## src/rtl/teraisc_ab_pkg.sv

```systemverilog
// Shared definitions for the quadrature A/B phase generator: phase codes, FSM states,
// default widths and the Gray-step helper.
package teraisc_ab_pkg;

  localparam int unsigned DEF_CNT_W = 16;
  localparam int unsigned DEF_DIV_W = 16;
  localparam int unsigned DEF_POS_W = 32;
  localparam int unsigned DEF_CPR   = 4096;

  // Phase codes are {A, B}
  localparam logic [1:0] AB_00 = 2'b00;
  localparam logic [1:0] AB_01 = 2'b01;
  localparam logic [1:0] AB_11 = 2'b11;
  localparam logic [1:0] AB_10 = 2'b10;

  typedef enum logic {
    IDLE,
    RUN
  } state_e;

  // dir=1 walks 00->01->11->10 (B leads A); dir=0 walks the reverse cycle
  function automatic logic [1:0] next_phase(input logic [1:0] ab, input logic dir);
    logic [1:0] nxt;
    nxt = ab;
    unique case (ab)
      AB_00: nxt = dir ? AB_01 : AB_10;
      AB_01: nxt = dir ? AB_11 : AB_00;
      AB_11: nxt = dir ? AB_10 : AB_01;
      AB_10: nxt = dir ? AB_00 : AB_11;
      default: nxt = AB_00;
    endcase
    return nxt;
  endfunction

endpackage

```

## src/rtl/teraisc_ab_encoder_if.sv

```systemverilog
// Command and phase-output bundle of the quadrature A/B phase generator.
// master = commanding side, slave = the encoder.
interface teraisc_ab_encoder_if #(
  parameter int unsigned CNT_W = 16,
  parameter int unsigned DIV_W = 16,
  parameter int unsigned POS_W = 32
);

  logic             DI_CMD_VALID;
  logic             DO_CMD_READY;
  logic [CNT_W-1:0] DI_CMD_COUNT;
  logic             DI_CMD_DIR;
  logic [DIV_W-1:0] DI_CMD_PERIOD;
  logic             DI_ABORT;
  logic             DO_PHASE_A;
  logic             DO_PHASE_B;
  logic             DO_PHASE_Z;
  logic             DO_BUSY;
  logic             DO_DONE;
  logic [POS_W-1:0] DO_POSITION;

  modport master (
    output DI_CMD_VALID, DI_CMD_COUNT, DI_CMD_DIR, DI_CMD_PERIOD, DI_ABORT,
    input  DO_CMD_READY, DO_PHASE_A, DO_PHASE_B, DO_PHASE_Z, DO_BUSY, DO_DONE, DO_POSITION
  );

  modport slave (
    input  DI_CMD_VALID, DI_CMD_COUNT, DI_CMD_DIR, DI_CMD_PERIOD, DI_ABORT,
    output DO_CMD_READY, DO_PHASE_A, DO_PHASE_B, DO_PHASE_Z, DO_BUSY, DO_DONE, DO_POSITION
  );

endinterface

```

## src/rtl/teraisc_ab_rate_timer.sv

```systemverilog
// Loadable edge-interval down-counter: after a load, ticks once every period clocks while
// enabled. A period of 0 behaves as 1.
module teraisc_ab_rate_timer #(
  parameter int unsigned DIV_W = 16
) (
  input  logic             clk,
  input  logic             rst,
  input  logic             load,
  input  logic             clear,
  input  logic             enable,
  input  logic [DIV_W-1:0] period,
  output logic             tick
);

  logic [DIV_W-1:0] cnt_q;
  logic [DIV_W-1:0] per_q;
  logic [DIV_W-1:0] per_eff;

  assign per_eff = (period == '0) ? DIV_W'(1) : period;
  assign tick    = enable && !clear && (cnt_q == DIV_W'(1));

  always_ff @(posedge clk) begin
    if (rst || clear) begin
      cnt_q <= '0;
      per_q <= '0;
    end else if (load) begin
      cnt_q <= per_eff;
      per_q <= per_eff;
    end else if (tick) begin
      cnt_q <= per_q;
    end else if (enable && (cnt_q != '0)) begin
      cnt_q <= cnt_q - DIV_W'(1);
    end
  end

endmodule

```

## src/rtl/teraisc_ab_encoder.sv

```systemverilog
// Quadrature A/B phase generator with signed position tracking.
// Optional index output enabled by defining TERAISC_AB_ENCODER_INDEX_EN.
module teraisc_ab_encoder
  import teraisc_ab_pkg::*;
#(
  parameter int unsigned CNT_W = DEF_CNT_W,
  parameter int unsigned DIV_W = DEF_DIV_W,
  parameter int unsigned POS_W = DEF_POS_W,
  parameter int unsigned CPR   = DEF_CPR
) (
  input logic DI_SYSCLK,
  input logic DI_RESET,
  teraisc_ab_encoder_if.slave bus
);

  state_e           state_q, state_d;
  logic [1:0]       ab_q, ab_d;
  logic [POS_W-1:0] pos_q, pos_d;
  logic [CNT_W-1:0] rem_q, rem_d;
  logic             dir_q, dir_d;
  logic             done_q, done_d;
  logic             ready_q, ready_d;
  logic             busy_q, busy_d;
  logic             accept, load, clear, enable, tick;

  assign accept = bus.DI_CMD_VALID && ready_q;
  assign enable = (state_q == RUN) && (rem_q != '0);

  teraisc_ab_rate_timer #(
    .DIV_W (DIV_W)
  ) u_rate_timer (
    .clk    (DI_SYSCLK),
    .rst    (DI_RESET),
    .load   (load),
    .clear  (clear),
    .enable (enable),
    .period (bus.DI_CMD_PERIOD),
    .tick   (tick)
  );

  always_comb begin
    state_d = state_q;
    ab_d    = ab_q;
    pos_d   = pos_q;
    rem_d   = rem_q;
    dir_d   = dir_q;
    done_d  = 1'b0;
    load    = 1'b0;
    clear   = 1'b0;
    unique case (state_q)
      IDLE: begin
        if (accept) begin
          if (bus.DI_CMD_COUNT == '0) begin
            done_d = 1'b1;
          end else begin
            rem_d   = bus.DI_CMD_COUNT;
            dir_d   = bus.DI_CMD_DIR;
            load    = 1'b1;
            state_d = RUN;
          end
        end
      end
      RUN: begin
        // rem_q==0 is the cycle DONE is showing; READY follows one cycle later
        if (rem_q == '0) begin
          state_d = IDLE;
        end else if (bus.DI_ABORT) begin
          state_d = IDLE;
          done_d  = 1'b1;
          clear   = 1'b1;
        end else if (tick) begin
          ab_d   = next_phase(ab_q, dir_q);
          pos_d  = dir_q ? pos_q + POS_W'(1) : pos_q - POS_W'(1);
          rem_d  = rem_q - CNT_W'(1);
          done_d = (rem_q == CNT_W'(1));
        end
      end
      default: state_d = IDLE;
    endcase
    ready_d = (state_d == IDLE);
    busy_d  = (state_d == RUN);
  end

  always_ff @(posedge DI_SYSCLK) begin
    if (DI_RESET) begin
      state_q <= IDLE;
      ab_q    <= AB_00;
      pos_q   <= '0;
      rem_q   <= '0;
      dir_q   <= 1'b0;
      done_q  <= 1'b0;
      ready_q <= 1'b0;
      busy_q  <= 1'b0;
    end else begin
      state_q <= state_d;
      ab_q    <= ab_d;
      pos_q   <= pos_d;
      rem_q   <= rem_d;
      dir_q   <= dir_d;
      done_q  <= done_d;
      ready_q <= ready_d;
      busy_q  <= busy_d;
    end
  end

  assign bus.DO_CMD_READY = ready_q;
  assign bus.DO_PHASE_A   = ab_q[1];
  assign bus.DO_PHASE_B   = ab_q[0];
  assign bus.DO_BUSY      = busy_q;
  assign bus.DO_DONE      = done_q;
  assign bus.DO_POSITION  = pos_q;

`ifdef TERAISC_AB_ENCODER_INDEX_EN
  logic z_q, z_d;

  // CPR is a power of two, so the modulo reduces to a mask
  assign z_d = ((pos_d & POS_W'(CPR - 1)) == '0) && (ab_d == AB_00);

  always_ff @(posedge DI_SYSCLK) begin
    if (DI_RESET) begin
      z_q <= 1'b0;
    end else begin
      z_q <= z_d;
    end
  end

  assign bus.DO_PHASE_Z = z_q;
`else
  assign bus.DO_PHASE_Z = 1'b0;
`endif

endmodule

```

## src/flat_wrapper.sv

```systemverilog
// flat-port wrapper written by rule: the top's interface ports become plain ports
module teraisc_ab_encoder_flat import teraisc_ab_pkg::*;
#(
  parameter int unsigned CNT_W = DEF_CNT_W,
  parameter int unsigned DIV_W = DEF_DIV_W,
  parameter int unsigned POS_W = DEF_POS_W,
  parameter int unsigned CPR   = DEF_CPR
)
  (DI_SYSCLK, DI_RESET, bus_DI_CMD_VALID, bus_DI_CMD_COUNT, bus_DI_CMD_DIR, bus_DI_CMD_PERIOD, bus_DI_ABORT, bus_DO_CMD_READY, bus_DO_PHASE_A, bus_DO_PHASE_B, bus_DO_PHASE_Z, bus_DO_BUSY, bus_DO_DONE, bus_DO_POSITION);
  teraisc_ab_encoder_if #(.CNT_W(CNT_W), .DIV_W(DIV_W), .POS_W(POS_W)) bus_i ();
  input logic DI_SYSCLK;
  input logic DI_RESET;
  input wire logic [$bits(bus_i.DI_CMD_VALID)-1:0] bus_DI_CMD_VALID;
  input wire logic [$bits(bus_i.DI_CMD_COUNT)-1:0] bus_DI_CMD_COUNT;
  input wire logic [$bits(bus_i.DI_CMD_DIR)-1:0] bus_DI_CMD_DIR;
  input wire logic [$bits(bus_i.DI_CMD_PERIOD)-1:0] bus_DI_CMD_PERIOD;
  input wire logic [$bits(bus_i.DI_ABORT)-1:0] bus_DI_ABORT;
  output wire logic [$bits(bus_i.DO_CMD_READY)-1:0] bus_DO_CMD_READY;
  output wire logic [$bits(bus_i.DO_PHASE_A)-1:0] bus_DO_PHASE_A;
  output wire logic [$bits(bus_i.DO_PHASE_B)-1:0] bus_DO_PHASE_B;
  output wire logic [$bits(bus_i.DO_PHASE_Z)-1:0] bus_DO_PHASE_Z;
  output wire logic [$bits(bus_i.DO_BUSY)-1:0] bus_DO_BUSY;
  output wire logic [$bits(bus_i.DO_DONE)-1:0] bus_DO_DONE;
  output wire logic [$bits(bus_i.DO_POSITION)-1:0] bus_DO_POSITION;
  assign bus_i.DI_CMD_VALID = bus_DI_CMD_VALID;
  assign bus_i.DI_CMD_COUNT = bus_DI_CMD_COUNT;
  assign bus_i.DI_CMD_DIR = bus_DI_CMD_DIR;
  assign bus_i.DI_CMD_PERIOD = bus_DI_CMD_PERIOD;
  assign bus_i.DI_ABORT = bus_DI_ABORT;
  assign bus_DO_CMD_READY = bus_i.DO_CMD_READY;
  assign bus_DO_PHASE_A = bus_i.DO_PHASE_A;
  assign bus_DO_PHASE_B = bus_i.DO_PHASE_B;
  assign bus_DO_PHASE_Z = bus_i.DO_PHASE_Z;
  assign bus_DO_BUSY = bus_i.DO_BUSY;
  assign bus_DO_DONE = bus_i.DO_DONE;
  assign bus_DO_POSITION = bus_i.DO_POSITION;
  teraisc_ab_encoder #(.CNT_W(CNT_W), .DIV_W(DIV_W), .POS_W(POS_W), .CPR(CPR)) u_core (.DI_SYSCLK(DI_SYSCLK), .DI_RESET(DI_RESET), .bus(bus_i));
endmodule
```

## config.mk

```make
export PLATFORM = sky130hd
export DESIGN_NAME = teraisc_ab_encoder_flat
export DESIGN_NICKNAME = d
export VERILOG_FILES = /design/src/rtl/teraisc_ab_pkg.sv /design/src/rtl/teraisc_ab_encoder_if.sv /design/src/rtl/teraisc_ab_rate_timer.sv /design/src/rtl/teraisc_ab_encoder.sv /design/src/flat_wrapper.sv
export SDC_FILE = /design/constraint.sdc
export NUM_CORES = 1
export LEC_CHECK = 0
export BUFFER_PORTS_ARGS = -buffer_cell sky130_fd_sc_hd__clkbuf_2
export CAP_MARGIN = 20
export CORE_UTILIZATION = 40
export DETAILED_ROUTE_END_ITERATION = 10
export HOLD_SLACK_MARGIN = 0.12
export REMOVE_ABC_BUFFERS = 1
export SETUP_SLACK_MARGIN = 0.5
export SLEW_MARGIN = 20
export SYNTH_ARGS = -nofsm -noshare
export SYNTH_HDL_FRONTEND = slang
export SYNTH_SLANG_ARGS = --single-unit
```

## constraint.sdc

```tcl
create_clock -name DI_SYSCLK -period 10.9 [get_ports DI_SYSCLK]
set_clock_uncertainty 0.15 [all_clocks]
set_input_delay 1.09 -clock DI_SYSCLK [delete_from_list [all_inputs] [get_ports DI_SYSCLK]]
set_output_delay 1.09 -clock DI_SYSCLK [all_outputs]
set_load 0.03 [all_outputs]
```

==> summary.md <==
| Metric | Value |
|---|---|
| CTS Buffer Depth | 2 |
| Number of synthesized flops with an enable pin | 0 |
| Post-synth top flop | dfxtp_1 |
| Detailed Route Iter0 Violations | ~450 |
| Unrepaired setup endpoints after global routing | false |
| Global-route wire length before repair | 26,000 um |
| Final net count | about 910 |
| Crit path max fanout | 13 |
| Worst EP required | about 11,000 ps |
| Core area | between 0.01 and 0.015 sq mm |
| CP max stage delay | 550 ps |
| Die ar. | 0.0152 sq mm |
| Post-Synthesis Cells | a little under 800 |
| HP Class | reg2reg |
| VDD IR max | about 0.081 mV |
| Post-Route Utilization | about 47% |
| Die outline width | ~120 um |
| Overflow after GRT | 0 |
| P per Cell Area | 133 mW/mm^2 |
| Final instance area | between 0.006 and 0.007 sq mm |
| Antenna Nets Post-Route | 0 |
| Clk Latency, worst-skew pair | 350 ps |
| Mapped Area | between 0.005 and 0.006 sq mm |
| Io pins | 75 |
| Synth-to-layout area growth | 12.8% |
| CP Capture Type | flip-flop |
| TritonRoute pass-1 iters | 5 |
| GRT Overall Usage | about 22% |
| Crit path cell chain | clkinv_1 > ha_1 > a21o_1 > a31o_2 > o2111a_1 > o21ai_0 > a21oi_1 > o31a_1 > o2bb2ai_1 > a41oi_1 > mux2_1 |
| N_diodes | 0 |
| Reg clk slew, reported paths | 60 ps |
| Yosys warning total | 0 |
| Final Hold Vio Count | 0 |
| Vias per std cell | slightly below 6 |
| Static Leak | approximately 2.7 nW |
| Ys async rst share | 0% |
| WP data arrival | ~4100 ps |
| I/O Buffers | 73 |
| WL/cell | 15.6 um |
| DRC Markers | 0 |
| Layout cells sized above 1 | between 10% and 20% |
| F_max | 0.250 GHz |
| Post-CTS Setup Repair Bufs | 0 |
| Vert. Die Dim | approximately 120 um |
| Starting Density | between 40% and 50% |
| Minimum clock period after layout | about 4000 ps |
| Max H-tree Level | 3 |
| Seq cells post-synth | 86 |
| Final setup violation count | 0 |
| Post-detail-place hpwl | between 10,000 and 15,000 um |
| Largest net degree at the start of global routing | roughly 60 |
| Num CTS Buffers | 9 |
| Routed wire length | around 16,000 um |
| Outcome | completed |
| CP max stage cell | ha_1 |
| Post_cts resized | 0 |
| Max-Cap Viols | 0 |
| Root Buffer | clkbuf_16 |
| Vias in the first global route | approximately 5,400 |
| Unique masters post-synth | 75 |
| Initial antenna violation count | 0 |
| Routability cong. | 0.864 |
| Row count | 43 |
| Setup TNS | 0 ps |
| Fin cells | 1,018 |
| Syn_area_per_cell | roughly 7.5 sq um |
| Clk sinks | between 80 and 90 |
| Hold_buf cts | 0 |
| Startpoint types | flip-flop |
| Seq/Total Area, Yosys | slightly below 30% |
| Max-slew violations | 0 |
| Crit path kind | reg2reg |
| Placed cell count | around 1,000 |
| Cell Area, Placed | 0.00631 sq mm |
| Fin crit share | about 37% |
| CTS tree | done |
| Slew headroom | a little under a third |
| Worst-margin pin slew | ~1000 ps |
| Vias | slightly below 6,000 |
[synthesized netlist by cell type, types with 16 or more instances]
master	n	share of area, %
nand2_1	126	8.0
a21oi_1	103	8.8
dfxtp_1	86	29
nor2_1	68	4.3
ha_1	36	7.6
clkbuf_1	32	2.0
o21ai_0	29	2.5
nor3_1	24	2.0
inv_1	23	1.5
nand3_1	20	1.7
xnor2_1	20	3.0
a31oi_1	16	1.7
[cells in the final DEF, fill, tap and decap left out, types with 12 or more instances in the layout]
| master | synthesis | routed |
|---|---|---|
| nor2_1 | 68 | 68 |
| nor3_1 | 24 | 23 |
| a211oi_1 | 12 | 12 |
| ha_1 | 36 | 36 |
| o21ai_0 | 29 | 29 |
| nand3_1 | 20 | 20 |
| dfxtp_1 | 86 | 86 |
| clkbuf_2 | 0 | 73 |
| nand2_1 | 126 | 126 |
| a31oi_1 | 16 | 16 |
| nand4_1 | 12 | 12 |
| inv_1 | 23 | 22 |
| xnor2_1 | 20 | 20 |
| a21oi_1 | 103 | 103 |
[stage by stage]
step | power (mW) | hold slack [ps] | setup WS (ps)
floorplan | 0.505 | 283 | 7440
global placement | 0.557 | 290 | 6880
detailed placement | 0.561 | 296 | 6810
CTS | 0.889 | 305 | 6780
global route | 0.929 | 326 | 6670
finish | 0.883 | 308 | 6910
[where the power goes]
group	switching, mW	internal (mW)
Combinational	0.131	0.0819
Sequential	0.0151	0.330
Clock	0.134	0.191
Total	0.281	0.603
[critical path, delay by kind of cell (launching register included)]
kind                     cells  cell delay [ps]
AO/OA/AOI/OAI                8             1830
buffers and inverters        1              510
multiplexers                 1              340
adder cells (fa/ha/maj)      1              550
flip-flops                   1              490
[sequential cells by signal (all words and copies together), names as in the netlist]
name	count
u_core.ab_q	2
u_core.u_rate_timer.per_q	16
u_core.bus.DO_DONE	1
u_core.dir_q	1
u_core.bus.DO_CMD_READY	1
u_core.bus.DO_POSITION	32
u_core.u_rate_timer.cnt_q	16
u_core.rem_q	16
u_core.state_q	1
[worst paths after layout]
path	start	depth (start not counted)	to	slack [ps]
min reg2reg	u_core.u_rate_timer.per_q[7]	2	u_core.u_rate_timer.per_q[7]	310
min	u_core.u_rate_timer.per_q[7]	2	u_core.u_rate_timer.per_q[7]	310
max reg2reg	u_core.dir_q	11	u_core.bus.DO_POSITION[31]	6910
max	u_core.dir_q	11	u_core.bus.DO_POSITION[31]	6910
[cells by family after synthesis]
family	share of synthesized area, %
xor+xnor	4.01
simple gates	24.0
flops	29.2
buf+inv	5.46
other cells	0.0637
compound gates	28.8
mux	0.361
fa+ha+maj	7.99
[final cells by class]
class                   count  area (sq um)
multi-input cells         632          3860
repair buffers             81           445
well taps                 180           225
flip-flops and latches     86          1720
inverters                  23          86.3
clock inverters             4          53.8
clock buffers              12           256
fillers                  1400          7450
[metal layers]
metal / share of wire, % / vias to the layer above / GRT usage [%]
li1: - / 2971 / -
met1: 49 / 2738 / 29.5
met2: 45 / 153 / 34.7
met4: 1.6 / 0 / 7.00
met3: 4.7 / 15 / 3.27
met5: 0 / - / 0
Note: power is estimated with default switching activity, not from simulation.
